===== src/rtl/ram_rw_ctl.sv =====
// ram_rw_ctl
// Host-side RAM access controller fed by the SPI slave byte stream.
// Command bytes hold or release the CPU and open one of N_RAM regions for
// writing or reading. Another command loads an explicit start address.
// Data bytes are packed into XLEN-wide words on writes. On reads, data bytes
// clock read-back bytes out of the addressed word, LSB lane first.
module ram_rw_ctl #(
    parameter int                      XLEN     = 32,
    parameter int                      N_RAM    = 2,
    parameter logic [N_RAM*XLEN-1:0]   RAM_BASE = {32'h0002_0000, 32'h0000_0000}
) (
    input  logic                 clk_i,
    input  logic                 rst_i,
    input  logic                 dc_i,
    input  logic                 spi_byte_vld_i,
    input  logic [7:0]           spi_byte_data_i,
    output logic                 cpu_rst_n_o,
    output logic [N_RAM-1:0]     ram_wr_sel_o,
    output logic [N_RAM-1:0]     ram_rd_sel_o,
    output logic [XLEN-1:0]      ram_rw_addr_o,
    output logic [XLEN/8-1:0]    ram_wr_byte_en_o,
    output logic [XLEN-1:0]      ram_wr_data_o,
    input  logic [XLEN-1:0]      ram_rd_data_i,
    output logic [7:0]           spi_tx_byte_o,
    output logic                 spi_tx_vld_o
);

    localparam int BYTES  = XLEN / 8;
    localparam int LANE_W = (BYTES > 1) ? $clog2(BYTES) : 1;

    // Command byte encodings. Region k write is CMD_REGION0 + 2k.
    // Region k read is CMD_REGION0 + 2k + 1.
    localparam logic [7:0] CMD_CPU_RST  = 8'h2a;
    localparam logic [7:0] CMD_CPU_RUN  = 8'h2b;
    localparam logic [7:0] CMD_REGION0  = 8'h2c;
    localparam logic [7:0] CMD_ADDR_SET = 8'h40;

    localparam logic [LANE_W-1:0] LAST_LANE = LANE_W'(BYTES - 1);

    typedef enum logic [1:0] {
        ST_IDLE,
        ST_WR,
        ST_RD,
        ST_ADDR
    } state_t;

    state_t               state_reg,     state_next;
    logic [LANE_W-1:0]    lane_reg,      lane_next;
    logic [LANE_W-1:0]    addr_cnt_reg,  addr_cnt_next;
    logic [XLEN-1:0]      addr_reg,      addr_next;
    logic [N_RAM-1:0]     wr_sel_reg,    wr_sel_next;
    logic [N_RAM-1:0]     rd_sel_reg,    rd_sel_next;
    logic                 cpu_rst_n_reg, cpu_rst_n_next;
    logic [7:0]           tx_byte_reg,   tx_byte_next;
    logic                 tx_vld_reg,    tx_vld_next;

    logic                 cmd_strobe;
    logic                 data_strobe;
    logic                 wr_strobe;
    logic [N_RAM-1:0]     wr_cmd_hit;
    logic [N_RAM-1:0]     rd_cmd_hit;
    logic [XLEN-1:0]      region_base;
    logic [7:0]           rd_lane_bytes [BYTES];
    state_t               ret_state;

    assign cmd_strobe  = spi_byte_vld_i & ~dc_i;
    assign data_strobe = spi_byte_vld_i & dc_i;
    assign wr_strobe   = data_strobe && (state_reg == ST_WR);

    // Per-region command match. The region codes are distinct, so at most
    // one bit is set across both vectors.
    genvar gi;
    generate
        for (gi = 0; gi < N_RAM; gi++) begin : g_cmd_decode
            assign wr_cmd_hit[gi] = (spi_byte_data_i == 8'(CMD_REGION0 + 2 * gi));
            assign rd_cmd_hit[gi] = (spi_byte_data_i == 8'(CMD_REGION0 + 2 * gi + 1));
        end
    endgenerate

    // Byte lanes of the read word and the one-hot write strobe per lane.
    generate
        for (gi = 0; gi < BYTES; gi++) begin : g_lanes
            assign rd_lane_bytes[gi]    = ram_rd_data_i[8*gi +: 8];
            assign ram_wr_byte_en_o[gi] = wr_strobe && (lane_reg == LANE_W'(gi));
        end
    endgenerate

    // Start address of the region named by the current command byte.
    always_comb begin
        region_base = '0;
        for (int k = 0; k < N_RAM; k++) begin
            if (wr_cmd_hit[k] || rd_cmd_hit[k]) begin
                region_base = RAM_BASE[k*XLEN +: XLEN];
            end
        end
    end

    // After an address load, return to the mode implied by the open region.
    always_comb begin
        if (|wr_sel_reg) begin
            ret_state = ST_WR;
        end else if (|rd_sel_reg) begin
            ret_state = ST_RD;
        end else begin
            ret_state = ST_IDLE;
        end
    end

    // Next-state logic: commands first, then data bytes by current mode.
    always_comb begin
        state_next     = state_reg;
        lane_next      = lane_reg;
        addr_cnt_next  = addr_cnt_reg;
        addr_next      = addr_reg;
        wr_sel_next    = wr_sel_reg;
        rd_sel_next    = rd_sel_reg;
        cpu_rst_n_next = cpu_rst_n_reg;
        tx_byte_next   = tx_byte_reg;
        tx_vld_next    = 1'b0;

        if (cmd_strobe) begin
            if (spi_byte_data_i == CMD_ADDR_SET) begin
                // Keep the region and CPU state. Only start collecting
                // address bytes.
                addr_cnt_next = '0;
                state_next    = ST_ADDR;
            end else begin
                // Every other command starts from a clean, CPU-held state.
                // Unknown codes and out-of-range regions stop here.
                state_next     = ST_IDLE;
                lane_next      = '0;
                addr_next      = '0;
                wr_sel_next    = '0;
                rd_sel_next    = '0;
                cpu_rst_n_next = 1'b0;
                if (spi_byte_data_i == CMD_CPU_RUN) begin
                    cpu_rst_n_next = 1'b1;
                end else if (|wr_cmd_hit) begin
                    wr_sel_next = wr_cmd_hit;
                    addr_next   = region_base;
                    state_next  = ST_WR;
                end else if (|rd_cmd_hit) begin
                    rd_sel_next = rd_cmd_hit;
                    addr_next   = region_base;
                    state_next  = ST_RD;
                end
            end
        end else if (data_strobe) begin
            case (state_reg)
                ST_ADDR: begin
                    // Address arrives LSB first. Unwritten bytes keep
                    // their old value.
                    addr_next[8*addr_cnt_reg +: 8] = spi_byte_data_i;
                    if (addr_cnt_reg == LAST_LANE) begin
                        lane_next  = '0;
                        state_next = ret_state;
                    end else begin
                        addr_cnt_next = addr_cnt_reg + LANE_W'(1);
                    end
                end
                ST_WR, ST_RD: begin
                    if (state_reg == ST_RD) begin
                        tx_byte_next = rd_lane_bytes[lane_reg];
                        tx_vld_next  = 1'b1;
                    end
                    // Step through the word's lanes, then move to the next
                    // word. The address wraps freely past the region end.
                    if (lane_reg == LAST_LANE) begin
                        lane_next = '0;
                        addr_next = addr_reg + XLEN'(1);
                    end else begin
                        lane_next = lane_reg + LANE_W'(1);
                    end
                end
                default: begin
                end
            endcase
        end
    end

    // State register with synchronous reset. Reset overrides everything.
    always_ff @(posedge clk_i) begin
        if (rst_i) begin
            state_reg     <= ST_IDLE;
            lane_reg      <= '0;
            addr_cnt_reg  <= '0;
            addr_reg      <= '0;
            wr_sel_reg    <= '0;
            rd_sel_reg    <= '0;
            cpu_rst_n_reg <= 1'b0;
            tx_byte_reg   <= '0;
            tx_vld_reg    <= 1'b0;
        end else begin
            state_reg     <= state_next;
            lane_reg      <= lane_next;
            addr_cnt_reg  <= addr_cnt_next;
            addr_reg      <= addr_next;
            wr_sel_reg    <= wr_sel_next;
            rd_sel_reg    <= rd_sel_next;
            cpu_rst_n_reg <= cpu_rst_n_next;
            tx_byte_reg   <= tx_byte_next;
            tx_vld_reg    <= tx_vld_next;
        end
    end

    assign cpu_rst_n_o   = cpu_rst_n_reg;
    assign ram_wr_sel_o  = wr_sel_reg;
    assign ram_rd_sel_o  = rd_sel_reg;
    assign ram_rw_addr_o = addr_reg;
    assign ram_wr_data_o = {BYTES{spi_byte_data_i}};
    assign spi_tx_byte_o = tx_byte_reg;
    assign spi_tx_vld_o  = tx_vld_reg;

endmodule


===== config.mk =====
export PLATFORM = sky130hd
export DESIGN_NAME = ram_rw_ctl
export DESIGN_NICKNAME = d
export VERILOG_FILES = /design/src/rtl/ram_rw_ctl.sv
export SDC_FILE = /design/constraint.sdc
export NUM_CORES = 1
export LEC_CHECK = 0
export ABC_CLOCK_PERIOD_IN_PS = 5100
export CORE_AREA = 4 4 111 113
export DETAILED_ROUTE_END_ITERATION = 6
export DIE_AREA = 0 0 115 117
export PLACE_DENSITY = 0.6
export SYNTH_ARGS = -nofsm -noshare
export SYNTH_HDL_FRONTEND = slang
export SYNTH_SLANG_ARGS = --single-unit
export TNS_END_PERCENT = 5

===== constraint.sdc =====
create_clock -name clk_i -period 5.1 [get_ports clk_i]
set_clock_uncertainty 0.2 [all_clocks]
set_input_delay 1.53 -clock clk_i [delete_from_list [all_inputs] [get_ports clk_i]]
set_output_delay 1.53 -clock clk_i [all_outputs]
set_load 0.02 [all_outputs]

==> results by stage, run 1 <==
Critical path:
- The worst setup path is launched from a primary input.
- The kind of end point of the critical path is a primary output.
- The number of cells on the worst reg-to-reg path is 5.
- Data arrives at the worst endpoint at 3140 ps.
- The slack of the worst reg-to-reg path is 2190 ps.
- The launch point of the worst reg-to-reg path is ram_rw_addr_o[10].
- The maximum fanout along the worst path is 7.
- The worst register-to-register path ends at ram_rw_addr_o[30].
- For the worst setup path, the data required time is 3370 ps.
- The type of the worst setup path is in -> out.

Pwr:
- Of the total power, the share spent switching nets is 28.5%.
- The power share of the combinational group is 22.8%.
- The power density over the cells is 208 nW/um2.
- Across the VDD grid, the largest voltage drop is 158 uV.
- The internal power component is 0.000777 W.
- Sequential cells burn 39.6% of the power.
- The portion of total power attributed to the clock network is 37.6%.
- The analysis attributes to net switching a power of 0.000310 W.
- The reported leakage power is 1.80 nW.

Drt:
- The count of unresolved DRC violations after routing is 0.
- The violation count after the first detailed-route iteration is 261.
- The pre-antenna-repair detailed-routing pass consisted of 5 iterations.
- The number of routed nets with antenna violations is 0.
- After detailed routing, the total wire length is 13.3 mm.
- The detailed router placed 4,153 vias in this run.
- Dividing the detail-routed wire length by the instance count gives 18.6 um.
- The post-detailed-route via-to-cell ratio is 5.78.

Floorplanning:
- After floorplanning, the core was sized to cover 11,300 um2.
- The floorplan step set the die height to 117 um.
- The number of primary I/O pins is 126.
- The floorplan has 39 rows.
- The die covers 13,500 um2.
- In this run the horizontal extent of the chip is 115 um.
- The initial core utilization is 34.4%.

CTS:
- The H-tree depth is 2.
- The setup fix buffers added after clock tree synthesis is 0.
- The cell chosen for the clock root is sky130_fd_sc_hd__clkbuf_16.
- The clock-pin slew reported for the worst setup and hold paths after clock tree synthesis is 70 ps.
- The CTS tree is built.
- Buffers inserted to repair hold after CTS numbered 0.
- CTS saw 52 sinks.
- No sink is reached through more buffers than the 2 on the longest clock path.
- The clock latency on the worst-skew pair is 290 ps.
- The TritonCTS buffer count is 5.
- The number of cells upsized or downsized after cts is 0.

Worst hold path:
- The end point of the worst hold path is spi_tx_byte_o[4].
- The worst hold path passes through 2 cells.
- The kind of path behind the tightest hold check is reg -> reg.
- The critical hold path startpoint is spi_tx_byte_o[4].

Synth:
- In this run, synthesis produced a sequential element count of 52.
- The post-synth design cell area is 3890 um2.
- Yosys printed 0 warnings.
- Sequential cells were found to cover 26.8% of the synthesized design area.
- The synthesized design contains 0 enable-type register cells.
- In this run the mean area of a mapped cell was 7.91 um2.
- The number of nets produced by synthesis is 551.
- The count of different cell masters after synthesis is 67.
- The synthesized instance count is 492.
- For this run, the leading register cell type out of synthesis is sky130_fd_sc_hd__dfxtp_1.
- After synthesis, the share of flip-flops with an asynchronous set or reset is 0%.

Layout:
- The register with the most flip-flops in the layout has 32 of them.
- Once layout is complete, the cells apart from fillers number 719.
- Cells fill 46.2% of the core in the end.
- The ratio of cells with drive above 1 in the final layout is 8.85%.
- The post-layout net count is 634.
- From synthesis to final layout, the design area changed by 34.5%.
- 0 antenna diodes ended up in the layout.

Timing:
- The final period utilization is 95.4%.
- The transition time of the tightest slew-check pin is 1050 ps.
- The routed design could run at a clock period as short as 4870 ps.
- In this run the tightest slew margin relative to its limit is 29.7%.
- The fmax is 205 MHz.
- The count of final setup violators is 0.
- The final-report hold violation count came to 0.
- Setup repair after global routing left no endpoint under its margin.
- The total count of max-transition violations in the final report came to 0.
- Adding up every negative setup slack in the final design gives 0 ps.
- The final worst setup slack is 234 ps.

Global routing:
- Global routing used 25.4% of the available met1 tracks.
- The wire length of the first global-routing pass is 21.0 mm.
- The global routing stage identified its most utilized layer as met2.
- For met3 alone, demand over resource in global routing was 2.88%.
- The initial antenna violation count is 0.
- The met2 track demand over resource in global routing is 33.1%.
- Entering global routing, the biggest net connects 46 pins.
- The residual overflow from global routing is 0.
- The number of global-route vias before repair is 4,007.
- For this run, the total global-route usage over all layers was measured as 19.2%.

Placement:
- The number of placed cells counting well taps is 711.
- Prior to clock tree synthesis, the placed netlist has a worst setup slack of 225 ps.
- Buffers placed on the I/O ports in this run total 125.
- The final weighted congestion in routability-driven placement is 0.876.
- Detailed placement ended at an HPWL of 9.56 mm.

Flow run:
- The max capacitance violation total is 0.

Run status:
- The flow ran to the end, and the final reports show no timing, DRC or antenna violations.
kinds of logic after synthesis:
logic type	share of synthesized area, %
compound gates	26.4
mux	5.43
simple gates	25.2
buf+inv	11.4
flops	26.8
fa+ha+maj	4.82
power groups by stage:
stage | Combinational (W) | Clock (W) | Sequential (W)
6_report | 0.000248 | 0.000408 | 0.000430
5_1_grt | 0.000267 | 0.000430 | 0.000432
4_1_cts | 0.000248 | 0.000419 | 0.000430
3_5_place_dp | 0.000246 | 0 | 0.000439
3_3_place_gp | 0.000243 | 0 | 0.000439
2_1_floorplan | 0.000136 | 0 | 0.000448
critical path: stages:
cell and delay (ps):
sky130_fd_sc_hd__clkdlybuf4s50_1 490, sky130_fd_sc_hd__and2_1 280, sky130_fd_sc_hd__and3_1 210, sky130_fd_sc_hd__clkdlybuf4s50_1 630
cell usage in the layout (no fill, tap or decap), types with 3 or more instances in the layout:
cell type / n
sky130_fd_sc_hd__a41o_1: 4
sky130_fd_sc_hd__a32oi_1: 4
sky130_fd_sc_hd__dfxtp_1: 52
sky130_fd_sc_hd__a32o_1: 5
sky130_fd_sc_hd__and2_1: 3
sky130_fd_sc_hd__o221a_2: 3
sky130_fd_sc_hd__o21ai_0: 18
sky130_fd_sc_hd__and3_1: 12
sky130_fd_sc_hd__buf_4: 15
sky130_fd_sc_hd__clkdlybuf4s50_1: 125
sky130_fd_sc_hd__a22o_1: 3
sky130_fd_sc_hd__a21oi_1: 57
sky130_fd_sc_hd__nand2b_1: 5
sky130_fd_sc_hd__nor4_1: 4
sky130_fd_sc_hd__nor2_1: 37
sky130_fd_sc_hd__nand4_1: 12
sky130_fd_sc_hd__o32ai_1: 6
sky130_fd_sc_hd__mux4_2: 8
sky130_fd_sc_hd__clkbuf_16: 5
sky130_fd_sc_hd__ha_1: 15
sky130_fd_sc_hd__a21o_1: 6
sky130_fd_sc_hd__a31oi_1: 9
sky130_fd_sc_hd__and4_1: 6
sky130_fd_sc_hd__a311oi_1: 3
sky130_fd_sc_hd__inv_1: 16
sky130_fd_sc_hd__nand3_1: 18
sky130_fd_sc_hd__nor4bb_1: 3
sky130_fd_sc_hd__a211oi_1: 8
sky130_fd_sc_hd__nor3_1: 15
sky130_fd_sc_hd__nand2_1: 52
Yosys cell counts (all sizes together) (5+ instances only):
master | n | area (um2)
o32ai | 6 | 52.6
a31oi | 9 | 56.3
nand4 | 13 | 87.6
o21ai | 19 | 106
inv | 16 | 60.1
dfxtp | 52 | 1040
and4 | 6 | 52.6
nor3 | 17 | 90.1
ha | 15 | 188
nor4 | 6 | 50.0
nand2 | 52 | 195
mux4 | 8 | 180
and3 | 12 | 75.1
nand3 | 18 | 90.1
a21o | 7 | 60.1
buf | 39 | 288
clkbuf | 25 | 95.1
nor2 | 37 | 139
a211oi | 8 | 60.1
a32o | 5 | 50.1
nand2b | 5 | 31.3
a21oi | 57 | 285
through the flow:
step | area (um2) | total power (W) | hold WS, ps
finish | 5230 | 0.00109 | 266
global route | 5230 | 0.00113 | 291
CTS | 5230 | 0.00110 | 268
detailed placement | 5060 | 0.000686 | 253
global placement | 5060 | 0.000682 | 243
floorplan | 3890 | 0.000584 | 280
how the worst max path moves through the flow:
stage | from | slack (ps) | cells after the start | to
detailed placement | dc_i | 220 | 4 | ram_wr_byte_en_o[2]
finish | spi_byte_vld_i | 230 | 4 | ram_wr_byte_en_o[2]
floorplan | dc_i | 1390 | 2 | ram_wr_byte_en_o[0]
global placement | spi_byte_vld_i | 310 | 4 | ram_wr_byte_en_o[2]
global route | dc_i | 180 | 4 | ram_wr_byte_en_o[2]
CTS | dc_i | 220 | 4 | ram_wr_byte_en_o[2]
per-layer routing:
layer,wire (um),vias to the layer above
met4,193,0
met3,863,12
li1,-,1980
met5,0,-
met2,6370,171
met1,5930,1990
layout make-up:
cell class | instances | area [um2]
inverters | 16 | 60.1
clock inverters | 2 | 38.8
multi-input cells | 360 | 2410
clock buffers | 6 | 139
well taps | 143 | 179
flip-flops and latches | 52 | 1040
repair buffers | 140 | 1360
fillers | 1115 | 6090
Note: power is estimated with default switching activity, not from simulation.
==> run 2: changes to the inputs <==
- ABC_CLOCK_PERIOD_IN_PS: 5100 -> 6300
- clock period: 5.1 -> 6.3 ns (I/O delays scaled with it)
==> results by stage, run 2 (same netlist as run 1, synthesis figures left out) <==
Layout:
- The layout-stage area growth over the synthesis result is 33.0%.
- The top cell types in the final layout, fill and taps aside, are sky130_fd_sc_hd__clkdlybuf4s50_1 (125), sky130_fd_sc_hd__a21oi_1 (57), sky130_fd_sc_hd__nand2_1 (52), sky130_fd_sc_hd__dfxtp_1 (52), sky130_fd_sc_hd__nor2_1 (37).
- The total non-filler cell area in the finished layout is 5170 um2.
- The number of inserted diodes is 0.
- Leaving out fill and tap cells, the most frequent cell in the layout is sky130_fd_sc_hd__clkdlybuf4s50_1.
- The register with the most flip-flops in the layout has 32 of them.
- The count of fill cells added during filler insertion is 1,177.
- The fraction of the core area covered by cells at the end of the flow is 45.7%.
- The ratio of cells with drive above 1 in the final layout is 7.57%.
- After the last flow step, the layout net total stands at 626.

Critical path:
- Data on the critical path arrives at its endpoint at 3640 ps.
- STA puts the critical path data required time at 4210 ps.
- STA classifies the critical path startpoint as a primary input.
- The type of the worst setup path is in -> out.
- STA classifies the critical path endpoint as a primary output.
- The maximum fanout along the worst path is 9.

Timing:
- The final worst setup slack is 570 ps.
- The worst path in the final design needs a cycle of 5730 ps, including I/O delays and setup.
- After routing, the total negative slack on setup checks comes to 0 ps.
- The fmax is 175 MHz.
- The final-report hold violation count came to 0.
- For the pin with the worst max-slew slack, the measured transition is 1110 ps.
- The worst relative slew slack is 25.5%.
- Setup violations remaining at the end of the flow were counted as 0.
- The final period utilization is 91.0%.
- The total count of max-transition violations in the final report came to 0.
- Setup repair after global routing left no endpoint under its margin.

Placement:
- Prior to clock tree synthesis, the placed netlist has a worst setup slack of 590 ps.
- At the end of routability-driven placement, the weighted congestion stood at 0.852.
- The HPWL after detailed placement is 9.40 mm.
- The count of buffers added on input and output ports is 125.
- The placement-stage cell area is 5000 um2.

Drt:
- In the final routed layout, each cell accounts on average for 18.4 um.
- The post-detailed-route via-to-cell ratio is 5.63.
- The count of unresolved DRC violations after routing is 0.
- The total iterations of the first detailed-routing run is 4.
- Wires add up to 13.1 mm.
- The via count is 4,006.
- For this block, the initial DRC count from the detailed router was 255.
- The number of routed nets with antenna violations is 0.

Pwr:
- In this run, the combinational gates consume 22.4% of the power.
- The total net switching power is 0.000251 W.
- IR analysis of the VDD net gives a maximum drop of 114 uV.
- The sequential group share of total power is 39.7%.
- The portion of total power attributed to the clock network is 37.9%.
- The reported leakage power is 1.76 nW.
- For this design the ratio of total power to cell area is 169 nW/um2.
- Net switching is 28.6% of the power.
- The internal power component is 0.000626 W.

CTS:
- The clock tree synthesis step divided the H-tree into 2 levels.
- The cts-stage hold buffer count is 0.
- The longest clock path from root to sink contains 2 buffers.
- The CTS tree is built.
- The count of clock tree sinks is 52.
- The clock-pin slew reported for the worst setup and hold paths after clock tree synthesis is 70 ps.
- Once the clock tree was built, the resizer swapped 0 gates to a different size.
- The TritonCTS buffer count is 5.
- After clock tree synthesis, the setup repair step added 0 buffers.
- For the worst-skew pair, the clock arrives at the later sink with an insertion delay of 300 ps.
- In this run the clock root is driven by a sky130_fd_sc_hd__clkbuf_16.

Run status:
- The run finished with clean final reports.

Floorplanning:
- The area of the die is 13,500 um2.
- The placement row count is 39.
- The initial core utilization is 34.4%.
- The number of primary I/O pins is 126.
- The area of the placeable core is 11,300 um2.
- The vertical die dimension is 117 um.
- The width of the die is 115 um.

Worst hold path:
- The kind of path behind the tightest hold check is reg -> reg.

Flow run:
- The max capacitance violation total is 0.

Global routing:
- The first global-routing pass estimated 21.1 mm of wire.
- The initial antenna violation count is 0.
- The maximum number of pins on one net before global-route repair is 47.
- The total overflow left after global routing is 0.
- The number of global-route vias before repair is 3,974.
- For this run, the total global-route usage over all layers was measured as 19.5%.
==> run 2: changes by cell type in the layout (fill, tap and decap cells not counted), sizes merged <==
cell  before  now
buf       15    7
==> run 2: worst paths after layout <==
| kind | start | end | slack, ps | cells after the start |
|---|---|---|---|---|
| worst max-delay path | dc_i | ram_wr_byte_en_o[0] | 570 | 4 |
| worst min-delay path | spi_tx_byte_o[7] | spi_tx_byte_o[7] | 260 | 2 |
| worst max register to register | state_reg[0] | ram_rw_addr_o[30] | 2910 | 8 |
| worst min register to register | spi_tx_byte_o[7] | spi_tx_byte_o[7] | 260 | 2 |
==> run 2: area by class of cell <==
type	instances	area, um2	area share, %
clock buffer	6	139	2.68
timing repair buffer	132	1300	25.2
clock inverter	2	38.8	0.750
sequential	52	1040	20.1
tap	143	179	3.46
multi-input combinational	360	2410	46.6
inverter	16	60.1	1.16
==> run 2: metrics by stage <==
stage	hold WS, ps	power, W	std cells
3_3_place_gp	243	0.000548	703
2_1_floorplan	280	0.000473	492
6_report	255	0.000876	711
4_1_cts	257	0.000882	711
5_1_grt	290	0.000912	711
3_5_place_dp	250	0.000550	703
==> run 2: routing by layer <==
metal	wire [um]	track usage, %	up-vias
met5	0	0	-
met2	6140	32.3	139
met4	210	5.87	0
met3	858	3.70	17
li1	-	-	1957
met1	5880	25.8	1893
==> run 2: power groups by stage <==
stage | Sequential [W] | Clock, W | Combinational (W)
2_1_floorplan | 0.000362 | 0 | 0.000110
3_3_place_gp | 0.000355 | 0 | 0.000192
3_5_place_dp | 0.000356 | 0 | 0.000194
4_1_cts | 0.000348 | 0.000339 | 0.000195
5_1_grt | 0.000350 | 0.000351 | 0.000211
6_report | 0.000348 | 0.000332 | 0.000196
==> run 2: worst max-delay path, stage by stage <==
cell and delay, ps:
sky130_fd_sc_hd__clkdlybuf4s50_1 660, sky130_fd_sc_hd__and2_1 300, sky130_fd_sc_hd__and3_1 190, sky130_fd_sc_hd__clkdlybuf4s50_1 600
==> run 3: changes to the inputs <==
- SKIP_LAST_GASP: default -> 1
==> results of run 3 <==
Same layout as run 2: the final DEF is identical, and so are final timing and power.
